`config.mk`:
```
export PLATFORM = sky130hd
export DESIGN_NAME = fxp_mult_arbiter
export DESIGN_NICKNAME = d
export VERILOG_FILES = /design/src/rtl/fxp_mult_arb_pkg.sv /design/src/rtl/rr_priority_picker.sv /design/src/rtl/fxp_mult_arbiter.sv
export SDC_FILE = /design/constraint.sdc
export NUM_CORES = 1
export LEC_CHECK = 0
export CAP_MARGIN = 20
export CORE_AREA = 5 5 162 164
export CTS_CLUSTER_SIZE = 10
export DETAILED_ROUTE_END_ITERATION = 7
export DIE_AREA = 0 0 167 169
export PLACE_DENSITY = 0.55
export REMOVE_ABC_BUFFERS = 1
export SLEW_MARGIN = 30
export SYNTH_ARGS = -nofsm -noshare
export SYNTH_HDL_FRONTEND = slang
export SYNTH_SLANG_ARGS = --single-unit
```
`constraint.sdc`:
```
create_clock -name clk -period 3 [get_ports clk]
set_clock_uncertainty 0.2 [all_clocks]
set_input_delay 0.3 -clock clk [delete_from_list [all_inputs] [get_ports clk]]
set_output_delay 0.3 -clock clk [all_outputs]
set_load 0.01 [all_outputs]
```
`src/rtl/fxp_mult_arb_pkg.sv`:
```
// fxp_mult_arb_pkg: shared types and constants for the multiplier arbiter
package fxp_mult_arb_pkg;
  typedef enum logic {IDLE = 1'b0, BUSY = 1'b1} state_t;
  localparam int OPS_W = 16;
endpackage

```
`src/rtl/rr_priority_picker.sv`:
```
// rr_priority_picker: first valid index at or after ptr, wrapping modulo NREQ
module rr_priority_picker #(
  parameter int NREQ = 4,
  localparam int W = $clog2(NREQ)
) (
  input  logic [NREQ-1:0] val,
  input  logic [W-1:0]    ptr,
  output logic            any,
  output logic [W-1:0]    g
);
  logic [W-1:0] idx;
  assign any = |val;
  // scan from the farthest slot back toward ptr so the nearest valid slot wins
  always_comb begin
    g = '0;
    idx = '0;
    for (int k = NREQ - 1; k >= 0; k--) begin
      idx = W'((int'(ptr) + k) % NREQ);
      g = val[idx] ? idx : g;
    end
  end
endmodule

```
`src/rtl/fxp_mult_arbiter.sv`:
```
// fxp_mult_arbiter: round-robin sharing of one iterative multiplier among NREQ requesters
module fxp_mult_arbiter
  import fxp_mult_arb_pkg::*;
#(
  parameter int NREQ = 4,
  parameter int n = 32
) (
  input  logic              clk,
  input  logic              reset,
  input  logic [NREQ-1:0]   req_val,
  output logic [NREQ-1:0]   req_rdy,
  input  logic [NREQ*n-1:0] req_a,
  input  logic [NREQ*n-1:0] req_b,
  output logic [NREQ-1:0]   resp_val,
  input  logic [NREQ-1:0]   resp_rdy,
  output logic [n-1:0]      resp_c,
  output logic              mul_recv_val,
  input  logic              mul_recv_rdy,
  output logic [n-1:0]      mul_a,
  output logic [n-1:0]      mul_b,
  input  logic              mul_send_val,
  output logic              mul_send_rdy,
  input  logic [n-1:0]      mul_c,
  output logic [OPS_W-1:0]  ops_done
);
  localparam int W = $clog2(NREQ);
  state_t state, state_nx;
  logic [W-1:0] owner, ptr, g;
  logic any, acc, fire;
  rr_priority_picker #(.NREQ(NREQ)) picker (.val(req_val), .ptr(ptr), .any(any), .g(g));
  assign acc = state == IDLE && any && mul_recv_rdy;
  assign fire = state == BUSY && mul_send_val && resp_rdy[owner];
  assign resp_c = mul_c;
  // operand mux toward the multiplier while idle, result demux toward the owner while busy
  always_comb begin
    state_nx = acc ? BUSY : fire ? IDLE : state;
    req_rdy = '0;
    resp_val = '0;
    req_rdy[g] = acc;
    resp_val[owner] = state == BUSY && mul_send_val;
    mul_recv_val = state == IDLE && any;
    mul_a = mul_recv_val ? req_a[int'(g)*n +: n] : '0;
    mul_b = mul_recv_val ? req_b[int'(g)*n +: n] : '0;
    mul_send_rdy = state == BUSY && resp_rdy[owner];
  end
  // state, grant bookkeeping and completion counter
  always_ff @(posedge clk) begin
    if (reset) begin
      state <= IDLE;
      owner <= '0;
      ptr <= '0;
      ops_done <= '0;
    end else begin
      state <= state_nx;
      if (acc) begin
        owner <= g;
        ptr <= (int'(g) == NREQ - 1) ? '0 : g + W'(1);
      end
      if (fire) ops_done <= ops_done + OPS_W'(1);
    end
  end
endmodule
```
Yosys cells after proc, flatten, opt, wreduce, memory -nomap -nowiden
Cells that the tools add are included.

storage, ports and cells
  register bits after elaboration = 21
  output and inout port bits = 122
  logic and storage cells = 55
  input port bits = 300

operators by class
  shift operators = 2
  equality and inequality tests = 1
  add/sub/neg operators = 5
  reduce and logical (&&, ||, !) cells = 9
  $lt $le $gt $ge = 8
  muxes and demuxes = 23
  bitwise gates (word level) = 3

operators by type and width
  cell                   number
  $shiftx 128x8->32      2
  $mux 32                2
  $lt 2x3->1 const B     6
  $add 16x1->16 const B  1
  $bmux 1 s2             5
  $mux 2                 5
  $mux 1                 9
  $and 4x4->4            2
  $logic_and 1x1->1      7
  $add 2x1->2 const B    2
  $add 2x2->2 const B    2
  $demux 1 s2            2
  $ge 2x1->1 const B     2
  $reduce_or 4->1        1
  $eq 2x1->1 const B     1
  $reduce_bool 2->1      1
  $not 1->1              1

Depth between registers and ports, before layout
  depth after elaboration = 12
  gate-level depth with buffers = 9
  gate-level depth less buffers = 7

Cells and area by module
A second synthesis with hierarchy kept.

unflattened totals
  cells, all modules = 335
  area total of the unflattened synthesis = 3409.5 µm²

by module, submodules not included
  module              instances  seq. area each (µm²)  area each (µm²)  cells each
  fxp_mult_arbiter    1          420.4                 3331.9           322
  rr_priority_picker  1          0.0                   77.6             13

Least setup slack after synthesis
OpenSTA, ideal clock, no wires.

  path type = register to output
  start = reg ptr[1]
  end = out mul_b[21]
  buffers on the path = 1
  data arrival time = 1611 ps
  path slack = 889 ps
  cell stages (with the launch flop) = 8
  required time = 2500 ps
  cell sequence = dfxtp_1 -> mux2i_1 -> nor2_1 -> or3_4 -> inv_2 -> nand2_4 -> buf_6 -> o22ai_1

between the ends
  cells in the longest elaborated chain, start to end = 9
  elaborated cells between the ends (all ways) = 17
  those cells by class = add/sub (3); shift (1); mux (13)

RTL lines
  element                       line                      source
  from (decl)                   fxp_mult_arbiter.sv:28    logic [W-1:0] owner, ptr, g;
  from (signal assigned)        fxp_mult_arbiter.sv:57    ptr <= (int'(g) == NREQ - 1) ? '0 : g + W'(1);
  $add 2x2->2                   rr_priority_picker.sv:18  idx = W'((int'(ptr) + k) % NREQ);
  $bmux 1 s2                    rr_priority_picker.sv:19  g = val[idx] ? idx : g;
  $mux 1 (implied by the code)  rr_priority_picker.sv:19
  $mux 2 (3 in a row)           rr_priority_picker.sv:19
  $mux 2 (*)                    rr_priority_picker.sv:19
  via g[0]                      fxp_mult_arbiter.sv:28
  $shiftx 128x8->32 (*)         fxp_mult_arbiter.sv:43    mul_b = mul_recv_val ? req_b[int'(g)*n +: n] : '0;
  $mux 32 (*)                   fxp_mult_arbiter.sv:43
  to (decl)                     fxp_mult_arbiter.sv:20    output logic [n-1:0] mul_b,

The timed path passes the listed nets; every way through them passes the cells marked *. The select of a mux whose other input is x is not followed.

Worst setup path after layout
  start = in req_val[1]
  end = out mul_b[1]

between the ends
  cells in the longest elaborated chain, start to end = 8
  elaborated cells between the ends (all ways) = 16
  those cells by class = shift (1); mux (13); reduce/logical (2)

RTL lines
  element                       line                      source
  from (decl)                   fxp_mult_arbiter.sv:10    input logic [NREQ-1:0] req_val,
  $bmux 1 s2                    rr_priority_picker.sv:19
  $mux 1 (implied by the code)  rr_priority_picker.sv:19
  $mux 2 (4 in a row)           rr_priority_picker.sv:19
  $shiftx 128x8->32             fxp_mult_arbiter.sv:43
  $mux 32 (*)                   fxp_mult_arbiter.sv:43

Mark *: on every way between the ends. The rest lies on a longest branch, timed or not. The select of a mux whose other input is x is not followed.

==> summary.txt <==
Placed design
  • Final HPWL from detailed placement: approximately 17 mm
  • Placement Setup Slack: -0.208 ns
  • Routability-driven placement congestion ratio: 0.786
  • Placed instance area: 7200 µm²
  • Input/output buffers: roughly 360

CTS
  • Worst-skew pair later-pin latency: 0.25 ns
  • CTS Buf Count: 3
  • CTS sink cnt: 21
  • Root Driver: clkbuf_16
  • Clk slew on worst S/H paths: 0.05 ns
  • CTS tree: yes
  • Depth of the CTS H-tree: 1
  • Hold bufs inserted after CTS: 0
  • Clk buf depth: 2

Hold path
  • Hold WC Path Type: flop to flop

STA
  • # setup viols final: 0
  • Count of final hold-check violations: 0
  • Crit share post-route: a little over nine tenths
  • Max_slew headroom: a little under half
  • RSZ-0062 raised after global routing: false
  • Post-layout min period: about 2.8 ns
  • Slew @ Worst Pin: between 0.8 and 0.9 ns
  • Max Clk Rate: between 0.3 and 0.4 GHz
  • Final WS setup: between 0.15 and 0.2 ns
  • Max-slew violation count: 0

Yosys
  • Post-synth EDFFs: 0
  • Syn_area_per_cell: roughly 8.6 µm²
  • Netlist cell types: 32
  • Cells after Synth: around 380
  • Commonest register cell after synthesis: dfxtp_1
  • Synth Register Bits: 21
  • Count leader, synth: mux2i_1
  • Synth area leader: mux2i_1
  • Cell area after synthesis: around 3300 µm²
  • Post-synth top area share: 39.9%
  • Largest cells by area after synthesis: mux2i_1, dfxtp_1, o22ai_1
  • Register area share after synthesis: between 10 and 15%
  • Post-synth top cells: mux2i_1, o22ai_1, buf_4
  • Ys async rst share: 0%
  • Synth warn: 0

Pwr
  • Static leakage power: slightly below 3 nW
  • Design Power: roughly 2.1 mW
  • PwrDens: approximately 290 nW/µm²
  • Worst vdd ir: ~0.16 mV

Cells and area
  • Layout Nets: approximately 1000
  • Fillers: between 2000 and 3000
  • Share of cells above drive strength 1: 10.2%
  • Finished Cell Area: about 7400 µm²
  • Final Util: around 30%
  • Area grow syn2layout: 125%

Drt
  • # DRC: 0
  • Starting DRT DRC Count: approximately 170
  • Drt pass-1 iters: 4
  • Via density: slightly above 4
  • Drt wl/cell: 19.1 µm
  • Vias: between 4000 and 5000
  • Antenna Nets Post-Route: 0
  • Routed wire length: 20.2 mm

Floorplanning
  • Top Ports: between 400 and 500
  • Initial Utilization: about an eighth
  • Core area: 24700 µm²
  • Die Y: between 150 and 200 µm
  • Rows: 58
  • Die Area: 28200 µm²
  • Die W: 167 µm

Critical path
  • CP max FO: 4
  • Worst-path cell chain: clkdlybuf4s50_1, a21oi_1, o21ai_1, o2bb2a_4, buf_12, buf_4, buf_4, mux2i_1, o22ai_1, dlygate4sd2_1
  • Critical path's most frequent cell: buf_4
  • Largest stage delay on the critical path: 0.54 ns
  • Crit Path Class: input port to output port
  • Worst path buffer plus inverter count: 5
  • CP max stage cell: clkdlybuf4s50_1
  • Startpoint Class: input port
  • Worst path top cell family by delay: buffers and inverters
  • Worst EP arrival: 2.32 ns
  • Worst path required time: 2.50 ns
  • Crit path capture type: output port

Global route
  • Remaining Overflow, GRT: 0
  • Vias in the first global route: about 4600
  • Met2 GRT Util: 22.4%
  • Pin count of the biggest net entering global routing: 24
  • Top Usage Layer GRT: met2
  • Initial antenna violation count: 1
  • Tot GR Track Use: about an eighth
  • M3 GR Usage: under 10%
  • First-pass GRT wire length: approximately 28 mm
  • GRT met1 Usage: 13.9%

Job
  • Max Cap Viol: 0

Outcome
  • Outcome: finished clean
==> final timing paths <==
check	cells past startpoint	to	from	slack, ns
setup / recovery	10	mul_b[1]	req_val[1]	0.18
hold / removal	2	ptr[0]$_SDFFE_PP0P_	ptr[0]$_SDFFE_PP0P_	0.30
setup reg to reg	8	ptr[0]$_SDFFE_PP0P_	ptr[1]$_SDFFE_PP0P_	0.85
hold reg to reg	2	ptr[0]$_SDFFE_PP0P_	ptr[0]$_SDFFE_PP0P_	0.30
==> what timing repair did <==
action                     CTS  global route
cloned                       2             0
resized for setup           87            12
setup endpoints to repair   64             6
pin swaps                    0             1
setup buffers                4             2
==> per-stage QoR <==
stage | hold WS (ns) | setup TNS [ns] | instances
5_1_grt | 0.340 | 0 | 1057
3_5_place_dp | 0.292 | -5.60 | 1044
3_3_place_gp | 0.290 | -3.46 | 1044
4_1_cts | 0.302 | 0 | 1054
2_1_floorplan | 0.169 | -221.41 | 320
6_report | 0.302 | 0 | 1057
==> worst register-to-register path: cells and delay by family, from the launching register on <==
family	cells	cell delay [ns]
AOI/OAI and AO/OA	4	0.61
adders and majority gates	1	0.19
buffers and inverters	2	0.32
DFF	1	0.39
and+or+nand+nor	1	0.36
==> state kept, by name, indices dropped and copies added, names as in the netlist <==
| signal | cells |
|---|---|
| ptr | 2 |
| ops_done | 16 |
| owner | 2 |
| state | 1 |
==> cell usage in the layout, fill, tap and decap left out, types with 7 or more instances in the layout <==
cell             synthesis  final
and3_1                   9      9
mux2i_1                131    120
buf_4                   32     30
o22ai_1                 64     64
clkdlybuf4s50_1          0    288
nor2_1                  19     19
nand2_1                 14     13
dfxtp_1                 21     20
buf_12                   0     13
nand3_1                  7      7
mux2i_2                  0      8
dlygate4sd2_1            0     61
xor2_1                  12     12
a21oi_1                  7      7
==> per-layer routing <==
metal / part of all wire, % / up-vias
li1: - / 2094
met1: 37 / 1963
met2: 49 / 235
met3: 12 / 26
met4: 1.8 / 2
met5: 0.56 / -
==> final cells by class <==
| class | instances | area, µm² | area share, % |
|---|---|---|---|
| clock buffer | 4 | 78.8 | 1.07 |
| sequential | 21 | 422 | 5.72 |
| antenna | 1 | 2.50 | 0.0339 |
| inverter | 5 | 18.8 | 0.254 |
| tap | 330 | 413 | 5.60 |
| multi-input combinational | 294 | 2430 | 32.9 |
| timing repair buffer | 402 | 4020 | 54.4 |
==> power by group <==
part	total (mW)	switching, mW	internal [mW]
Clock	0.280	0.0993	0.181
Sequential	0.297	0.0112	0.286
Combinational	1.53	0.641	0.885
==> cells by family after synthesis <==
group,count (synthesis),synth area share [%]
buffers and inverters,68,16.0
XOR/XNOR,15,4.00
multiplexers,132,40.6
AO/OA/AOI/OAI,73,13.7
AND/OR/NAND/NOR,69,11.0
adder cells (fa/ha/maj),5,1.90
flip-flops,21,12.8
(Power assumes the default switching activity.)
